`src/rtl/alu_arbiter.sv`:
```
// alu_arbiter: round-robin sharing of one registered 32-bit ALU between
// NUM_REQ requesters, with valid/ready handshakes on the request and
// response sides.
// Optional statistics counters (op_count, busy_cycles) are compiled in when
// the macro ALU_ARB_STATS_EN is defined.

module alu_arbiter #(
  parameter int unsigned NUM_REQ     = 4,
  parameter int unsigned ALU_LATENCY = 1
) (
  input  logic                    clk,
  input  logic                    clear,
  input  logic [NUM_REQ-1:0]      req_valid,
  output logic [NUM_REQ-1:0]      req_ready,
  input  logic [4*NUM_REQ-1:0]    req_op,
  input  logic [32*NUM_REQ-1:0]   req_a,
  input  logic [32*NUM_REQ-1:0]   req_b,
  output logic [NUM_REQ-1:0]      resp_valid,
  input  logic [NUM_REQ-1:0]      resp_ready,
  output logic [31:0]             resp_data,
  output logic                    resp_zero,
  output logic                    resp_err,
  output logic [3:0]              alu_control_signal,
  output logic [31:0]             alu_in0,
  output logic [31:0]             alu_in1,
  input  logic [31:0]             alu_result,
  input  logic                    alu_zero,
  output logic                    busy
`ifdef ALU_ARB_STATS_EN
  ,
  output logic [31:0]             op_count,
  output logic [31:0]             busy_cycles
`endif
);

  localparam int unsigned PTR_W    = $clog2(NUM_REQ);
  localparam int unsigned CNT_LAST = ALU_LATENCY + 1;
  localparam int unsigned CNT_W    = $clog2(CNT_LAST + 1);
  localparam logic [3:0]  OP_MAX   = 4'd9;

  typedef enum logic [1:0] {
    ST_IDLE = 2'd0,
    ST_EXEC = 2'd1,
    ST_RESP = 2'd2
  } state_e;

  state_e             state_q;
  logic [PTR_W-1:0]   rr_ptr_q;
  logic [PTR_W-1:0]   rr_ptr_d;
  logic [PTR_W-1:0]   owner_q;
  logic [CNT_W-1:0]   cnt_q;
  logic [CNT_W-1:0]   cnt_d;
  logic [NUM_REQ-1:0] resp_valid_q;
  logic [31:0]        resp_data_q;
  logic               resp_zero_q;
  logic               resp_err_q;
  logic [3:0]         alu_ctrl_q;
  logic [31:0]        alu_in0_q;
  logic [31:0]        alu_in1_q;

  logic [3:0]         op_arr [NUM_REQ];
  logic [31:0]        a_arr  [NUM_REQ];
  logic [31:0]        b_arr  [NUM_REQ];

  logic               grant_found;
  logic [PTR_W-1:0]   grant_idx;
  logic [NUM_REQ-1:0] grant_oh;
  logic [NUM_REQ-1:0] owner_oh;
  logic [3:0]         win_op;
  logic [31:0]        win_a;
  logic [31:0]        win_b;
  logic               accept;
  logic               resp_hs;
  logic               exec_done;

  // Unpack the flat per-requester buses into indexable arrays
  for (genvar gi = 0; gi < NUM_REQ; gi++) begin : g_unpack
    assign op_arr[gi] = req_op[4*gi +: 4];
    assign a_arr[gi]  = req_a[32*gi +: 32];
    assign b_arr[gi]  = req_b[32*gi +: 32];
  end

  // Round-robin search: first valid requester at or above rr_ptr, wrapping
  always_comb begin
    int unsigned cand;
    cand        = 0;
    grant_found = 1'b0;
    grant_idx   = '0;
    for (int unsigned k = 0; k < NUM_REQ; k++) begin
      cand = 32'(rr_ptr_q) + k;
      if (cand >= NUM_REQ) begin
        cand = cand - NUM_REQ;
      end
      if (!grant_found && req_valid[PTR_W'(cand)]) begin
        grant_found = 1'b1;
        grant_idx   = PTR_W'(cand);
      end
    end
  end

  // Winner decode, handshake qualifiers and next pointer/counter values
  always_comb begin
    grant_oh  = NUM_REQ'(1) << grant_idx;
    owner_oh  = NUM_REQ'(1) << owner_q;
    win_op    = op_arr[grant_idx];
    win_a     = a_arr[grant_idx];
    win_b     = b_arr[grant_idx];
    accept    = (state_q == ST_IDLE) && grant_found;
    resp_hs   = (state_q == ST_RESP) && (|(resp_ready & owner_oh));
    exec_done = (cnt_q == CNT_W'(CNT_LAST));
    rr_ptr_d  = (32'(grant_idx) == NUM_REQ - 1) ? '0 : grant_idx + PTR_W'(1);
    cnt_d     = cnt_q + CNT_W'(1);
  end

  // Ready is combinational so a requester sees its grant in the same cycle
  always_comb begin
    req_ready = '0;
    if (state_q == ST_IDLE && grant_found) begin
      req_ready = grant_oh;
    end
  end

  // Control FSM; the ALU drive registers double as the operation holding
  // registers and are only non-zero while in EXEC
  always_ff @(posedge clk) begin
    if (clear) begin
      state_q      <= ST_IDLE;
      rr_ptr_q     <= '0;
      owner_q      <= '0;
      cnt_q        <= '0;
      resp_valid_q <= '0;
      resp_data_q  <= '0;
      resp_zero_q  <= 1'b0;
      resp_err_q   <= 1'b0;
      alu_ctrl_q   <= '0;
      alu_in0_q    <= '0;
      alu_in1_q    <= '0;
    end else begin
      case (state_q)
        ST_IDLE: begin
          if (accept) begin
            owner_q  <= grant_idx;
            rr_ptr_q <= rr_ptr_d;
            if (win_op <= OP_MAX) begin
              state_q    <= ST_EXEC;
              cnt_q      <= '0;
              alu_ctrl_q <= win_op;
              alu_in0_q  <= win_a;
              alu_in1_q  <= win_b;
            end else begin
              // Unsupported opcode: answer at once with an error, ALU untouched
              state_q      <= ST_RESP;
              resp_valid_q <= grant_oh;
              resp_data_q  <= '0;
              resp_zero_q  <= 1'b1;
              resp_err_q   <= 1'b1;
            end
          end
        end
        ST_EXEC: begin
          if (exec_done) begin
            state_q      <= ST_RESP;
            resp_valid_q <= owner_oh;
            resp_data_q  <= alu_result;
            resp_zero_q  <= alu_zero;
            resp_err_q   <= 1'b0;
            alu_ctrl_q   <= '0;
            alu_in0_q    <= '0;
            alu_in1_q    <= '0;
          end else begin
            cnt_q <= cnt_d;
          end
        end
        ST_RESP: begin
          if (resp_hs) begin
            state_q      <= ST_IDLE;
            resp_valid_q <= '0;
          end
        end
        default: begin
          state_q      <= ST_IDLE;
          resp_valid_q <= '0;
          alu_ctrl_q   <= '0;
          alu_in0_q    <= '0;
          alu_in1_q    <= '0;
        end
      endcase
    end
  end

  assign resp_valid         = resp_valid_q;
  assign resp_data          = resp_data_q;
  assign resp_zero          = resp_zero_q;
  assign resp_err           = resp_err_q;
  assign alu_control_signal = alu_ctrl_q;
  assign alu_in0            = alu_in0_q;
  assign alu_in1            = alu_in1_q;
  assign busy               = (state_q != ST_IDLE);

`ifdef ALU_ARB_STATS_EN
  logic [31:0] op_count_q;
  logic [31:0] busy_cycles_q;

  // Saturating counters of completed operations and non-idle cycles
  always_ff @(posedge clk) begin
    if (clear) begin
      op_count_q    <= '0;
      busy_cycles_q <= '0;
    end else begin
      if (resp_hs && (op_count_q != 32'hFFFF_FFFF)) begin
        op_count_q <= op_count_q + 32'd1;
      end
      if (busy && (busy_cycles_q != 32'hFFFF_FFFF)) begin
        busy_cycles_q <= busy_cycles_q + 32'd1;
      end
    end
  end

  assign op_count    = op_count_q;
  assign busy_cycles = busy_cycles_q;
`endif

endmodule

```
`config.mk`:
```
export PLATFORM = sky130hd
export DESIGN_NAME = alu_arbiter
export DESIGN_NICKNAME = d
export VERILOG_FILES = /design/src/rtl/alu_arbiter.sv
export SDC_FILE = /design/constraint.sdc
export NUM_CORES = 1
export LEC_CHECK = 0
export BUFFER_PORTS_ARGS = -buffer_cell sky130_fd_sc_hd__clkbuf_2
export CORE_ASPECT_RATIO = 1.2
export CORE_MARGIN = 8
export CORE_UTILIZATION = 30
export DETAILED_ROUTE_END_ITERATION = 7
export SYNTH_ARGS = -nofsm -noshare
export SYNTH_HDL_FRONTEND = slang
export SYNTH_SLANG_ARGS = --single-unit
export TNS_END_PERCENT = 50
```
`constraint.sdc`:
```
create_clock -name clk -period 6 [get_ports clk]
set_input_delay 1.2 -clock clk [delete_from_list [all_inputs] [get_ports clk]]
set_output_delay 1.2 -clock clk [all_outputs]
set_load 0.05 [all_outputs]
```
==> flow_summary_export.csv <==
group,metric,value,unit
power_and_ir_drop,power_frac_seq,21.4,%
drt,wire_per_inst,19.0,µm
cells_and_area,fin_cells,1657,
sta,tightestPinTransition,1.30,ns
power_and_ir_drop,p_comb_share,60.1,%
drt,vias_per_cell,4.99,
clocking,post-cts-setup-buffer-count,0,
global_routing,antenna_found_initial,4,
sta,fmax,0.214,GHz
synth,syn_area,6970,µm²
clocking,clk_pin_slew,0.05,ns
synth,ys_types,49,
global_routing,grt_pass1_wl,46900,µm
clocking,cts.sinks,114,
cells_and_area,final_util,42.6,%
global_routing,grt_start_max_net_pins,123,
sta,worst_slack,1.34,ns
sta,hold_violations,0,
synth,synth-simple-area-share,25.2,%
cells_and_area,fill_cells,2433,
clocking,cts_inserted_buffers,17,
placed_design,place_ws,1.31,ns
floorplan,die_height,183,µm
synth,synth_compound_area_share,33.9,%
sta,fin_setup_tns,0,ns
synth,synth_top_family_by_area,"compound AO/OA/AOI/OAI gates",
power_and_ir_drop,p_per_area,566,nW/µm²
synth,ys_ff_latch,114,
sta,max-slew-margin-rel,13.5,%
cells_and_area,drive_gt1_share,40.5,%
synth,synth_xor_area_share,0,%
placed_design,portBuffers,425,
synth,synthArstFlopShare,0,%
placed_design,dp_hpwl,24600,µm
critical_path,worst_setup_path_start_kind,"input port",
drt,firstDrtPassIters,5,
drt,vias,8261,
sta,slew_violations,0,
critical_path,cp_slowest_cell,"or4b_1",
drt,antenna_left,0,
worst_hold_path,hold_class,"flip-flop to flip-flop",
cells_and_area,ff_latch_area,2280,µm²
floorplan,fp-row-count,61,
cells_and_area,finalNetCount,1645,
cells_and_area,multiInputGateArea,4260,µm²
floorplan,die_x,155,µm
cells_and_area,syn2layout_area_growth,40.4,%
critical_path,worstPathRequired,4.80,ns
power_and_ir_drop,switchingPower,3.04,mW
sta,period_needed,4.66,ns
sta,skew,0.0106,ns
clocking,cts_tree,"built",
synth,ys.flop_type,"dfxtp_1",
critical_path,end_kind,"primary output",
clocking,cts_root_buf,"clkbuf_16",
sta,hold_slack,0.466,ns
synth,synth_fa_ha_area_share,0.897,%
placed_design,place_inst,1621,
floorplan,start_util,30.3,%
synth,synthesis.nets,1270,
power_and_ir_drop,internal_power,2.50,mW
synth,synth.area.mux_share,0.736,%
global_routing,grt_pass1_vias,8044,
power_and_ir_drop,irDropWorstVdd,0.323,mV
critical_path,arrival,3.46,ns
job,drv_cap,0,
synth,synth-edff-count,0,
critical_path,crit_top_cell,"clkbuf_2",
critical_path,crit_buf_inv,3,
synth,synth_top_area_cell,"dfxtp_1",
critical_path,crit_family,"simple AND/OR/NAND/NOR gates",
synth,avgSynthCellArea,7.34,µm²
global_routing,track_usage,21.2,%
sta,layout_worst_path_cycle_share,77.7,%
floorplan,io_pins,426,
synth,yosys-top-cells-area,"dfxtp_1, nand2_1, a21oi_1",
drt,drt_iter0_drc,399,
sta,grt_setup_unrepaired,"no",
drt,drc,0,
power_and_ir_drop,switching_share,54.9,%
floorplan,die_area,28400,µm²
critical_path,crit_chain,"clkbuf_2 -> nor2b_1 -> or4b_1 -> nand2_4 -> inv_4 -> ha_1 -> and2_1 -> clkbuf_2",
clocking,cts_max_level,4,
synth,yosysSeqAreaShare,32.7,%
synth,synth_top_area_share,32.7,%
sta,setup_viol,0,
clocking,postCtsHoldBufs,0,
floorplan,core_area,23000,µm²
power_and_ir_drop,clock_power_share,18.5,%
drt,drt_wl_total,31400,µm
synth,yosysWarnings,0,
clocking,insertion_delay,0.42,ns
placed_design,place_congestion,1.01,
clocking,clockBufferDepth,2,
power_and_ir_drop,p_leak,4.72,nW
clocking,ctsResizeCount,0,
critical_path,slowest_delay,0.72,ns
global_routing,grt_overflow_total,0,
critical_path,crit_fanout,47,
outcome,status,"completed",
synth,syn_inst,950,
critical_path,worstSetupPathType,"input port to primary output",
## metrics by stage
| step | area (µm²) | total power [mW] |
|---|---|---|
| final | 9790 | 5.54 |
| after global routing | 9790 | 5.88 |
| after CTS | 9780 | 5.61 |
| after detailed placement | 9190 | 4.56 |
| after global placement | 9190 | 4.55 |
| after floorplan | 6970 | 3.75 |
## metal layers
| layer | GRT usage, % | up-vias | part of all wire, % |
|---|---|---|---|
| li1 | - | 4077 | - |
| met4 | 8.72 | 0 | 2.6 |
| met5 | 0 | - | 0 |
| met3 | 7.09 | 43 | 9.2 |
| met1 | 24.0 | 3783 | 40 |
| met2 | 36.1 | 358 | 49 |
## final timing paths
path         depth (start not counted)      endpoint  slack, ns          from
max                                  8  req_ready[2]       1.34  req_valid[2]
min                                  1    alu_in1[2]       0.47    alu_in1[2]
max reg2reg                          9   alu_in0[11]       2.53   rr_ptr_q[1]
min reg2reg                          1    alu_in1[2]       0.47    alu_in1[2]
## power groups by stage
stage | Combinational [mW] | Sequential, mW | Clock (mW)
floorplan | 1.85 | 1.91 | 0
global placement | 3.35 | 1.20 | 0
detailed placement | 3.36 | 1.20 | 0
CTS | 3.37 | 1.19 | 1.05
global route | 3.58 | 1.22 | 1.08
finish | 3.33 | 1.19 | 1.02
## placed cells by master, fill, tap and decap left out, types with 2 or more instances in the layout
| master | n |
|---|---|
| a211oi_1 | 2 |
| o2bb2ai_1 | 4 |
| o21ai_0 | 5 |
| nor2_1 | 15 |
| clkbuf_8 | 2 |
| inv_4 | 2 |
| buf_4 | 12 |
| a21bo_1 | 3 |
| nor2b_1 | 3 |
| nand2_1 | 334 |
| clkinvlp_4 | 3 |
| o2bb2ai_2 | 60 |
| nand2b_1 | 4 |
| ha_1 | 5 |
| a211o_1 | 5 |
| clkbuf_1 | 2 |
| clkbuf_16 | 17 |
| nor4_1 | 4 |
| diode_2 | 4 |
| a32o_1 | 2 |
| a21oi_1 | 182 |
| and2_1 | 4 |
| a22oi_1 | 32 |
| a32oi_1 | 3 |
| bufinv_16 | 2 |
| clkbuf_2 | 425 |
| nor3_1 | 8 |
| clkinv_4 | 5 |
| nand3_1 | 44 |
| mux2i_1 | 4 |
| nor2_2 | 3 |
| dfxtp_1 | 114 |
| a221oi_1 | 3 |
| inv_1 | 3 |
## worst register-to-register path: stages (launching register included)
cell and delay, ns:
dfxtp_1 0.54, nand2_1 0.10, a211o_1 0.31, nand2_1 0.26, inv_4 0.21, a32o_2 0.35, a211oi_4 0.41, o21ba_4 0.58
buf_4 0.48, o2bb2ai_2 0.15
## state kept, by name (all words and copies together) (netlist names)
register	count
alu_in0	32
alu_in1	32
resp_data	32
alu_control_signal	4
resp_valid	4
cnt_q	2
owner_q	2
rr_ptr_q	2
state_q	2
resp_err	1
resp_zero	1
## cells in the mapped netlist, types with 2 or more instances
cell type	count
a211o_1	5
a211oi_1	2
a21bo_1	3
a21oi_1	182
a221oi_1	3
a22oi_1	32
a32o_1	2
a32oi_1	3
and2_1	4
buf_1	15
buf_12	7
buf_2	8
clkbuf_1	50
dfxtp_1	114
ha_1	5
inv_1	4
mux2i_1	4
nand2_1	335
nand2b_1	4
nand3_1	44
nor2_1	17
nor2b_1	3
nor3_1	8
nor3b_1	2
nor4_1	4
o21ai_0	5
o2bb2ai_1	4
o2bb2ai_2	60
## cell type report
| type | instances | share of cell area [%] |
|---|---|---|
| inverters | 6 | 0.281 |
| repair buffers | 437 | 22.7 |
| clock buffers | 21 | 4.70 |
| multi-input cells | 749 | 43.6 |
| flip-flops and latches | 114 | 23.3 |
| diodes | 4 | 0.102 |
| well taps | 315 | 4.03 |
| clock inverters | 11 | 1.34 |
## cell families after synthesis
| logic type | count (synthesis) |
|---|---|
| flops | 114 |
| buf+inv | 87 |
| compound gates | 310 |
| fa+ha+maj | 5 |
| simple gates | 429 |
| mux | 5 |
Power figures use the tool's default switching activity.
